$ cat src/rtl/lo_monitor.sv
// LO drive-pair monitor: synchronizes lo_p/lo_n, counts lo_p rising edges over a gated window, flags overlap/gap faults.
// Optional macro LO_MON_PERIOD_EN adds shortest rise-to-rise interval tracking on period_min.
module lo_monitor #(
    parameter int CNT_W       = 16,
    parameter int SYNC_STAGES = 2,
    parameter int FAULT_LEN   = 2
) (
    input  logic             clk,
    input  logic             rst_n,
    input  logic             lo_p,
    input  logic             lo_n,
    input  logic             start,
    input  logic [1:0]       window_sel,
    output logic             busy,
    output logic             done,
    output logic [CNT_W-1:0] edge_count,
    output logic             overflow,
    output logic             overlap_err,
    output logic             gap_err,
    output logic [CNT_W-1:0] period_min
);
    localparam int WIN_W = 14;
    localparam int RUN_W = $clog2(FAULT_LEN + 1);
    localparam logic [CNT_W-1:0] CNT_MAX = '1;
    localparam logic [RUN_W-1:0] RUN_MAX = RUN_W'(FAULT_LEN);

    typedef enum logic [1:0] {IDLE, ARM, MEASURE, DONE} state_t;

    state_t                 state_q, state_d;
    logic [SYNC_STAGES-1:0] p_sync_q, p_sync_d, n_sync_q, n_sync_d;
    logic                   p_prev_q, p_prev_d;
    logic [1:0]             sel_q, sel_d;
    logic [WIN_W-1:0]       win_q, win_d;
    logic [CNT_W-1:0]       cnt_q, cnt_d;
    logic                   ovf_q, ovf_d;
    logic [RUN_W-1:0]       run_q, run_d;
    logic                   ovl_q, ovl_d, gap_q, gap_d;
    logic                   busy_q, busy_d, done_q, done_d;
    logic [CNT_W-1:0]       edge_count_q, edge_count_d;
    logic                   overflow_q, overflow_d;
    logic                   overlap_err_q, overlap_err_d, gap_err_q, gap_err_d;
    logic                   sp, sn, rise;

    assign sp   = p_sync_q[SYNC_STAGES-1];
    assign sn   = n_sync_q[SYNC_STAGES-1];
    assign rise = sp && !p_prev_q;

    always_comb begin
        p_sync_d      = {p_sync_q[SYNC_STAGES-2:0], lo_p};
        n_sync_d      = {n_sync_q[SYNC_STAGES-2:0], lo_n};
        p_prev_d      = sp;
        state_d       = state_q;
        sel_d         = sel_q;
        win_d         = win_q;
        cnt_d         = cnt_q;
        ovf_d         = ovf_q;
        run_d         = run_q;
        ovl_d         = ovl_q;
        gap_d         = gap_q;
        done_d        = 1'b0;
        edge_count_d  = edge_count_q;
        overflow_d    = overflow_q;
        overlap_err_d = overlap_err_q;
        gap_err_d     = gap_err_q;
        case (state_q)
            IDLE: begin
                // busy_q is still high for the cycle after done, so a start there is dropped
                if (start && !busy_q) begin
                    state_d = ARM;
                    sel_d   = window_sel;
                    cnt_d   = '0;
                    ovf_d   = 1'b0;
                    run_d   = '0;
                    ovl_d   = 1'b0;
                    gap_d   = 1'b0;
                end
            end
            ARM: begin
                state_d = MEASURE;
                win_d   = WIN_W'((32'd1 << (32'd8 + 32'(sel_q) * 32'd2)) - 32'd1);
            end
            MEASURE: begin
                if (rise) begin
                    if (cnt_q == CNT_MAX) ovf_d = 1'b1;
                    else                  cnt_d = cnt_q + 1'b1;
                end
                if (sp == sn) begin
                    if (run_q != RUN_MAX) run_d = run_q + 1'b1;
                    if (run_d == RUN_MAX) begin
                        if (sp) ovl_d = 1'b1;
                        else    gap_d = 1'b1;
                    end
                end else begin
                    run_d = '0;
                end
                if (win_q == '0) state_d = DONE;
                else             win_d   = win_q - 1'b1;
            end
            DONE: begin
                state_d       = IDLE;
                done_d        = 1'b1;
                edge_count_d  = cnt_q;
                overflow_d    = ovf_q;
                overlap_err_d = ovl_q;
                gap_err_d     = gap_q;
            end
            default: state_d = IDLE;
        endcase
        busy_d = (state_d != IDLE) || done_d;
    end

    always_ff @(posedge clk or negedge rst_n) begin
        if (!rst_n) begin
            state_q       <= IDLE;
            p_sync_q      <= '0;
            n_sync_q      <= '0;
            p_prev_q      <= 1'b0;
            sel_q         <= '0;
            win_q         <= '0;
            cnt_q         <= '0;
            ovf_q         <= 1'b0;
            run_q         <= '0;
            ovl_q         <= 1'b0;
            gap_q         <= 1'b0;
            busy_q        <= 1'b0;
            done_q        <= 1'b0;
            edge_count_q  <= '0;
            overflow_q    <= 1'b0;
            overlap_err_q <= 1'b0;
            gap_err_q     <= 1'b0;
        end else begin
            state_q       <= state_d;
            p_sync_q      <= p_sync_d;
            n_sync_q      <= n_sync_d;
            p_prev_q      <= p_prev_d;
            sel_q         <= sel_d;
            win_q         <= win_d;
            cnt_q         <= cnt_d;
            ovf_q         <= ovf_d;
            run_q         <= run_d;
            ovl_q         <= ovl_d;
            gap_q         <= gap_d;
            busy_q        <= busy_d;
            done_q        <= done_d;
            edge_count_q  <= edge_count_d;
            overflow_q    <= overflow_d;
            overlap_err_q <= overlap_err_d;
            gap_err_q     <= gap_err_d;
        end
    end

`ifdef LO_MON_PERIOD_EN
    logic [CNT_W-1:0] per_cnt_q, per_cnt_d, per_min_q, per_min_d, period_min_q, period_min_d;
    logic             seen_q, seen_d;

    // per_cnt holds cycles since the last synced rise, so at the next rise it equals the interval
    always_comb begin
        per_cnt_d    = per_cnt_q;
        per_min_d    = per_min_q;
        seen_d       = seen_q;
        period_min_d = period_min_q;
        if (state_q == ARM) begin
            per_cnt_d = '0;
            per_min_d = '1;
            seen_d    = 1'b0;
        end else if (state_q == MEASURE) begin
            if (rise) begin
                if (seen_q && per_cnt_q < per_min_q) per_min_d = per_cnt_q;
                per_cnt_d = CNT_W'(1);
                seen_d    = 1'b1;
            end else if (per_cnt_q != CNT_MAX) begin
                per_cnt_d = per_cnt_q + 1'b1;
            end
        end else if (state_q == DONE) begin
            period_min_d = per_min_q;
        end
    end

    always_ff @(posedge clk or negedge rst_n) begin
        if (!rst_n) begin
            per_cnt_q    <= '0;
            per_min_q    <= '0;
            seen_q       <= 1'b0;
            period_min_q <= '0;
        end else begin
            per_cnt_q    <= per_cnt_d;
            per_min_q    <= per_min_d;
            seen_q       <= seen_d;
            period_min_q <= period_min_d;
        end
    end

    assign period_min = period_min_q;
`else
    assign period_min = '0;
`endif

    assign busy        = busy_q;
    assign done        = done_q;
    assign edge_count  = edge_count_q;
    assign overflow    = overflow_q;
    assign overlap_err = overlap_err_q;
    assign gap_err     = gap_err_q;
endmodule

$ cat config.mk
export PLATFORM = sky130hd
export DESIGN_NAME = lo_monitor
export DESIGN_NICKNAME = d
export VERILOG_FILES = /design/src/rtl/lo_monitor.sv
export SDC_FILE = /design/constraint.sdc
export NUM_CORES = 1
export LEC_CHECK = 0
export CAP_MARGIN = 40
export CORE_MARGIN = 5
export CORE_UTILIZATION = 50
export DETAILED_ROUTE_END_ITERATION = 8
export PLACE_DENSITY = 0.81
export SYNTH_ARGS = -nofsm -noshare
export SYNTH_HDL_FRONTEND = slang
export SYNTH_SLANG_ARGS = --single-unit
$ cat constraint.sdc
create_clock -name clk -period 3.1 [get_ports clk]
set_clock_uncertainty 0.05 [all_clocks]
set_input_delay 0.465 -clock clk [delete_from_list [all_inputs] [get_ports clk]]
set_output_delay 0.465 -clock clk [all_outputs]
set_load 0.01 [all_outputs]
Word level (Yosys, flattened, before mapping)
Cells that the tools add are included.
{ "op_classes": {"n_reduce_logical": 17, "n_lt_le_gt_ge": 0, "n_div": 0, "n_addsub": 5, "eq_ne": 16, "n_bitwise": 0, "mul": 0, "mux": 28, "shift": 1} }
{ "ops": {"columns": ["op", "count"], "rows": [
  ["2-to-1 mux 16 bit", 3],
  ["one-hot mux 16 bit (2 select lines)", 1],
  ["one-hot mux 14 bit (2 select lines)", 1],
  ["subtractor 14 x 1 -> 14 bit (second input constant)", 2],
  ["inequality test 2 bit (second input constant)", 10],
  ["adder 16 x 1 -> 16 bit (second input constant)", 1],
  ["== test 16 bit (second input constant)", 1],
  ["zero test 14 bit", 1],
  ["2-to-1 mux 14 bit", 1],
  ["2-to-1 mux 2 bit", 7],
  ["left shift 1 x 5 -> 14 bit (first input constant)", 1],
  ["2-to-1 mux 1 bit", 10],
  ["AND reduction 5 bit", 2],
  ["one-hot mux 2 bit (4 select lines)", 1],
  ["AND reduction 4 bit", 2],
  ["== test 2 bit (second input constant)", 3],
  ["one-hot mux 1 bit (2 select lines)", 3],
  ["AND reduction 2 bit", 3],
  ["nonzero test 2 bit", 3],
  ["adder 4 x 3 -> 5 bit (first input constant)", 1],
  ["one-hot mux 2 bit (2 select lines)", 1],
  ["adder 2 x 1 -> 2 bit (second input constant)", 1],
  ["== test 2 x 1 -> 1 bit (second input constant)", 1],
  ["logical AND 1 bit", 2],
  ["other kinds (4)", 5]
]} }
{ "word_totals": {"ram_bits": 0, "word_cells": 84, "latch_bits": 0, "ff_bits": 65, "mem_count": 0, "output_inout_bits": 37, "mem_bits_ro": 0} }

Longest topological paths before layout
{ "logic_depth": {"word_depth": 8, "mapped_depth": 12, "mapped_depth_nobuf": 9} }

Worst setup path before layout
OpenSTA, ideal clock, no wires.
{ "synth_timing": {"path_kind": "register -> register", "start": "register state_q[0]", "end": "register win_q[12]", "synth_period_minus_slack_ns": 3.056, "stages_incl_launch_ff": 13, "slack_ns": 0.044, "arrival_time_ns": 2.894, "n_path_buf": 3, "required_ns": 2.939, "setup_ns": 0.111, "cell_sequence": "dfrtp_1 -> inv_1 -> ha_1 -> clkbuf_1 -> clkbuf_1 -> buf_1 -> nand2_1 -> ha_1 -> inv_1 -> a2111oi_0 -> nand3_1 -> and3_4 -> a2111oi_2"} }
{ "synth_between": {"elab_chain_cells": 3, "word_cells_on_any_way": 6, "cone_classes": "3 x eq/ne; 1 x mux; 2 x reduce/logical"} }
{ "synth_rtl": {"columns": ["element", "line", "text"], "rows": [
  ["from (decl)", "29", "state_t state_q, state_d;"],
  ["from (signal assigned)", "132", "state_q <= state_d;"],
  ["== test 2 bit / == test 2 x 1 -> 1 bit (equally long branches)", "65", "case (state_q)"],
  ["inequality test 2 bit (no line) / nonzero test 2 bit (equally long branches)", null, null],
  ["AND reduction 2 bit (no line)", null, null],
  ["to (signal assigned)", "137", "win_q <= win_d;"],
  ["to (decl)", "33", "logic [WIN_W-1:0] win_q, win_d;"]
]} }
Parallel ways exist; a longest one is shown, timed or not.
A chain may end at the register's enable or synchronous reset.

Final worst setup path
Same ends and word-level chain as after synthesis.

==> run metrics <==
vias in the first global route 2605; hold crit path type in2async; GR Overflow Total 0; post-synthesis cell type count 56; DP Wirelength 5.015 mm; top-area cell type share of the netlist area between 40% and 50%; CTS Hold Buffers Added 0; DR pass1 iterations 5; Slew headroom 56.03%; Crit path max-delay family compound AO/OA/AOI/OAI gates; Ports 44; fin area 3999 um2; Clock transition at path regs ~70 ps; drt wl/cell roughly 15 um; maximum VDD drop 0.1877 mV; crit path cell chain inv_1 -> ha_1 -> nand2_1 -> ha_1 -> inv_1 -> a2111oi_1 -> nand3_1 -> and3_4 -> a2111oi_2; CTS root buf clkbuf_8; final WL between 7 and 8 mm; core region area about 6800 um2; Die ar. 8727 um2; ranking of synthesized cells by area dfrtp_1 (47%), mux2_2 (6.8%), nand3_1 (3.9%); die height 93.42 um; Worst Hold Slack 93.29 ps; Setup violations, final 0; Setup Fix Bufs, Post-CTS 0; CP required approximately 3300 ps; Post-synth ARST share 100.0%; CP arrival 2880 ps; ant diodes 0; port bufs 27; Final GP Congestion 0.8345; register area share after synthesis 46.75%; Worst-Margin Slew 659.6 ps; DP Area 3804 um2; Switching Fraction 30.34%; ys flop type dfrtp_1; layout cell share with drive strength beyond 1 13.68%; max-cap check violation count 0; Sequential Power Share 48.2%; final core occ roughly three fifths; Global Route Usage Sum between 15 and 20%; Ys Warns 0; starting density of the core 51.22%; post-synthesis cell area 3480 um2; P_sw approximately 0.63 mW; total CTS buffers 9; RSZ-0062 raised after global routing false; CTS tree yes; Clk pwr share 34.2%; Slowest-stage cell, CP a2111oi_1; EDFF count, synth 0; overall die width 93.42 um; Clk Latency, worst-skew pair 350 ps; total power divided by cell area 515.4 nW/um2; Int Pwr 1.436 mW; CP bufs+invs 2; Final ANT Viol Nets 0; first-pass GRT wire length 12.53 mm; drt first-iter violations 207; CP Class reg2reg; H-tree lvl count 3; post-cts sizing count 0; slowest stage delay, CP 550 ps; Leak 1.842 nW; fin crit period 2696 ps; number of synthesized register bits 65; status finished, final reports clean; Synth Area per Inst 10.06 um2; crit end category flop; largest net degree at the start of global routing 46; biggest area consumer among synthesized cells dfrtp_1; reg-to-reg slack, setup ~400 ps; maximum clock rate 370.9 MHz; Final #Nets 390; Max clock buf depth 2; fill count 556; Residual DRC 0; cell count after synthesis 346; crit start category flop; Vias 2690; TNS Setup 0 ps; initial antenna violation count 0; Site Rows 30; post-route clock period utilization approximately 87%; Slew Limit Fails 0; CP max FO 7; post-DR vias/cell around 5.7; Sink Count 65; Final Hold Viols 0; synthesis-to-layout area growth 14.92%; Comb pwr share roughly 18%
==> cell usage in the layout (no fill, tap or decap), drive strengths merged, types with 15 or more instances in the layout <==
cell type	instances
conb	16
nand2	25
mux2	21
nand3	27
nor2	19
dfrtp	65
o21ai	26
inv	16
clkdlybuf4s50	26
a21oi	15
==> synthesized netlist by cell type, drive strengths merged (2+ instances only) <==
library cell,count
a21o,2
nor3,7
nand2,25
nand2b,6
a32o,2
mux2,21
ha,8
a41oi,2
clkbuf,8
nor2,19
o211ai,2
and3,4
a22o,10
nor2b,2
nand3,27
and2,2
nor4,3
or3,5
a221oi,2
or4b,3
a211oi,2
dfrtp,65
mux2i,7
nand3b,3
nand4,4
o21ai,26
inv,15
or4,2
a2bb2oi,4
nor3b,2
a2111oi,2
o22ai,2
buf,22
a21oi,15
xor2,2
==> layout make-up <==
cell class | instances | area (um2) | area share (%)
clock buffers | 9 | 123.9 | 3.098
clock inverters | 7 | 70.07 | 1.752
inverters | 15 | 56.30 | 1.408
multi-input cells | 251 | 1675 | 41.90
flip-flops and latches | 65 | 1627 | 40.68
well taps | 96 | 120.1 | 3.004
repair buffers | 33 | 326.6 | 8.166
==> power groups by stage <==
stage | registers (mW) | logic (mW) | clock network (mW)
after global routing | 1.01 | 0.424 | 0.764
after floorplan | 0.983 | 0.285 | 0
after global placement | 1.00 | 0.336 | 0
final | 0.994 | 0.362 | 0.705
after CTS | 0.991 | 0.362 | 0.726
after detailed placement | 1.01 | 0.356 | 0
==> per-layer routing <==
layer	routed length [um]	GRT usage, %
met1	3154	24.15
met5	0	0
met2	3586	28.41
met4	164	9.280
met3	443	4.264
==> state kept, by name (all words and copies together) (netlist names) <==
register and cells:
p_sync_q 2, ovf_q 1, busy 1, state_q 2, run_q 2, overflow 1
cnt_q 16, n_sync_q 2, win_q 14, done 1, p_prev_q 1, overlap_err 1
gap_err 1, gap_q 1, ovl_q 1, edge_count 16, sel_q 2
==> worst reg2reg max path: stages, from the launching register on <==
cell and delay [ps]:
dfrtp_1 380, inv_1 110, ha_1 230, nand2_1 140
ha_1 310, inv_1 120, a2111oi_1 550, nand3_1 240
and3_4 210, a2111oi_2 270
==> path summary, 6_finish.rpt <==
path,to,cells past startpoint,start
max in group asynchronous,cnt_q[1],2,rst_n
worst max register to register,win_q[12],9,state_q[0]
worst min register to register,p_sync_q[1],0,p_sync_q[0]
min in group clk,p_sync_q[1],0,p_sync_q[0]
worst max-delay path,win_q[12],9,state_q[0]
worst min-delay path,win_q[9],1,rst_n
==> kinds of logic after synthesis <==
logic type / after synthesis / share of synthesized area, %
buffers and inverters: 45 / 6.760
multiplexers: 28 / 8.810
AO/OA/AOI/OAI: 81 / 16.33
other: 1 / 0.1078
adder cells (fa/ha/maj): 8 / 2.877
flip-flops: 65 / 46.75
XOR/XNOR: 3 / 0.7553
AND/OR/NAND/NOR: 115 / 17.62
==> metrics by stage <==
stage / setup slack [ps] / instances / power, mW
after detailed placement: 326.4 / 460 / 1.363
after global routing: 190.6 / 476 / 2.195
after global placement: 487.4 / 459 / 1.340
after floorplan: 44.43 / 361 / 1.268
final: 403.6 / 476 / 2.061
after CTS: 299.8 / 476 / 2.080
Power figures use the tool's default switching activity.
==> patch, RTL diff (config.mk and constraints unchanged) <==
Build with the macro `LO_MON_PERIOD_EN` defined.
--- a/src/rtl/lo_monitor.sv
+++ b/src/rtl/lo_monitor.sv
@@ -2,2 +2,4 @@
 // Optional macro LO_MON_PERIOD_EN adds shortest rise-to-rise interval tracking on period_min.
+`define LO_MON_PERIOD_EN
+
 module lo_monitor #(
Check against the original RTL: same outputs for any inputs over 10 cycles, from zero or initial values and one cycle with rst_n low; that may be too few to reach the edited logic, so the function may still have changed.
==> patch against the unedited design <==
Wire length grew 88%; sequential cell count grew 49; area after synthesis grew 81%; total power grew 98%; design area grew 85%; worst hold slack lost 0.029 ns; non-clock buffer count grew 24; largest cell class unchanged; sequential share of layout area shrank 2.0 points; via count grew 80%; setup slack gained 0.17 ns; global-route usage grew 1.5 points.
==> patch: results (changes against the unedited design) <==
| Metric | Value |
|---|---|
| Run status | `finished clean (unchanged)` |
| Post-Route WL | `13800 um (was 7350 um)` |
| Root Driver | `clkbuf_16 (was clkbuf_8)` |
| Clock transition at the registers of the reported paths | `0.05 ns (was 0.07 ns)` |
| CP peak stage delay | `0.73 ns (was 0.55 ns)` |
| Cts bufs inserted | `17 (was 9)` |
| Logic inverters | `25 (was 15)` |
| Number of fill cells | `967 (was 556)` |
| Worst-path fanout max | `16 (was 7)` |
| Slowest-stage cell, CP | `a211o_1 (was a2111oi_1)` |
| Top cells by area in the synthesized netlist | `dfrtp_1 45%, mux2_2 6.8%, ha_1 4.6% (was dfrtp_1 47%, mux2_2 6.8%, nand3_1 3.9%)` |
| Least-Margin Pin Slew | `0.811 ns (was 0.660 ns)` |
| Avg Vias per Cell | `5.83 (was 5.65)` |
| IO Port Bufs | `43 (was 27)` |
| Multi-input gate area | `0.00315 mm2 (was 0.00168 mm2)` |
| WL met1 | `5860 um (was 3150 um)` |
| Register area | `0.00285 mm2 (was 0.00163 mm2)` |
| Number of global-route vias before repair | `4958 (was 2605)` |
| Maximum vdd drop | `0.387 mV (was 0.188 mV)` |
| Signal buf overhead | `7.39% (was 8.17%)` |
| Net Sw Frac | `26.9% (was 30.3%)` |
| Clk cell area share | `7.09% (was 4.85%)` |
| Syn_area_per_cell | `10.5 um2 (was 10.1 um2)` |
| Static Leak | `0.00324 uW (was 0.00184 uW)` |
| Clock buf count | `21 (was 9)` |
| GRT Total Usage | `19.9% (was 18.4%)` |
[patch: cell count changes in the layout (fill, tap and decap cells not counted), moves of 16 or more]
| cell | before | now |
|---|---|---|
| clkdlybuf4s50_1 | 26 | 42 |
| nand2_1 | 25 | 44 |
| conb_1 | 16 | 0 |
| clkbuf_16 | 0 | 17 |
| nor2_1 | 19 | 69 |
| dfrtp_1 | 65 | 114 |
| mux2_2 | 21 | 38 |
[patch: power by group through the flow]
stage / Sequential (uW) / Combinational, uW / Clock, uW
global placement: 1780 / 521 / 0
floorplan: 1730 / 461 / 0
detailed placement: 1790 / 550 / 0
finish: 1780 / 552 / 1750
CTS: 1770 / 554 / 1770
global route: 1800 / 617 / 1840
[patch: path summary, 6_finish.rpt]
check	cells past startpoint	end	slack, ns	startpoint
worst max register to register	6	per_min_q[14]	0.58	per_min_q[13]
max in group asynchronous	2	run_q[0]	2.10	rst_n
worst max-delay path	6	per_min_q[14]	0.58	per_min_q[13]
worst min-delay path	1	per_cnt_q[9]	0.06	rst_n
worst min register to register	0	p_sync_q[1]	0.30	p_sync_q[0]
min in group clk	0	p_sync_q[1]	0.30	p_sync_q[0]
[patch: kinds of logic (layout without fill, tap and decap cells)]
logic type,after synthesis,in the layout,share of synthesized area [%]
muxes,46,46,8.10
AOI/OAI and AO/OA,127,127,16.8
and+or+nand+nor,220,220,18.2
xor gates and xnor gates,17,17,2.37
adders and majority gates,23,23,4.58
DFF,114,114,45.4
buffers and inverters,53,110,4.60
[patch: through the flow]
step | utilization, % | power [uW] | hold slack [ns]
final | 59.2 | 4070 | 0.0642
after global routing | 59.2 | 4250 | 0.132
after CTS | 59.2 | 4090 | 0.0931
after detailed placement | 55.0 | 2340 | 0.296
after global placement | 55.0 | 2300 | 0.290
after floorplan | - | 2190 | 0.119
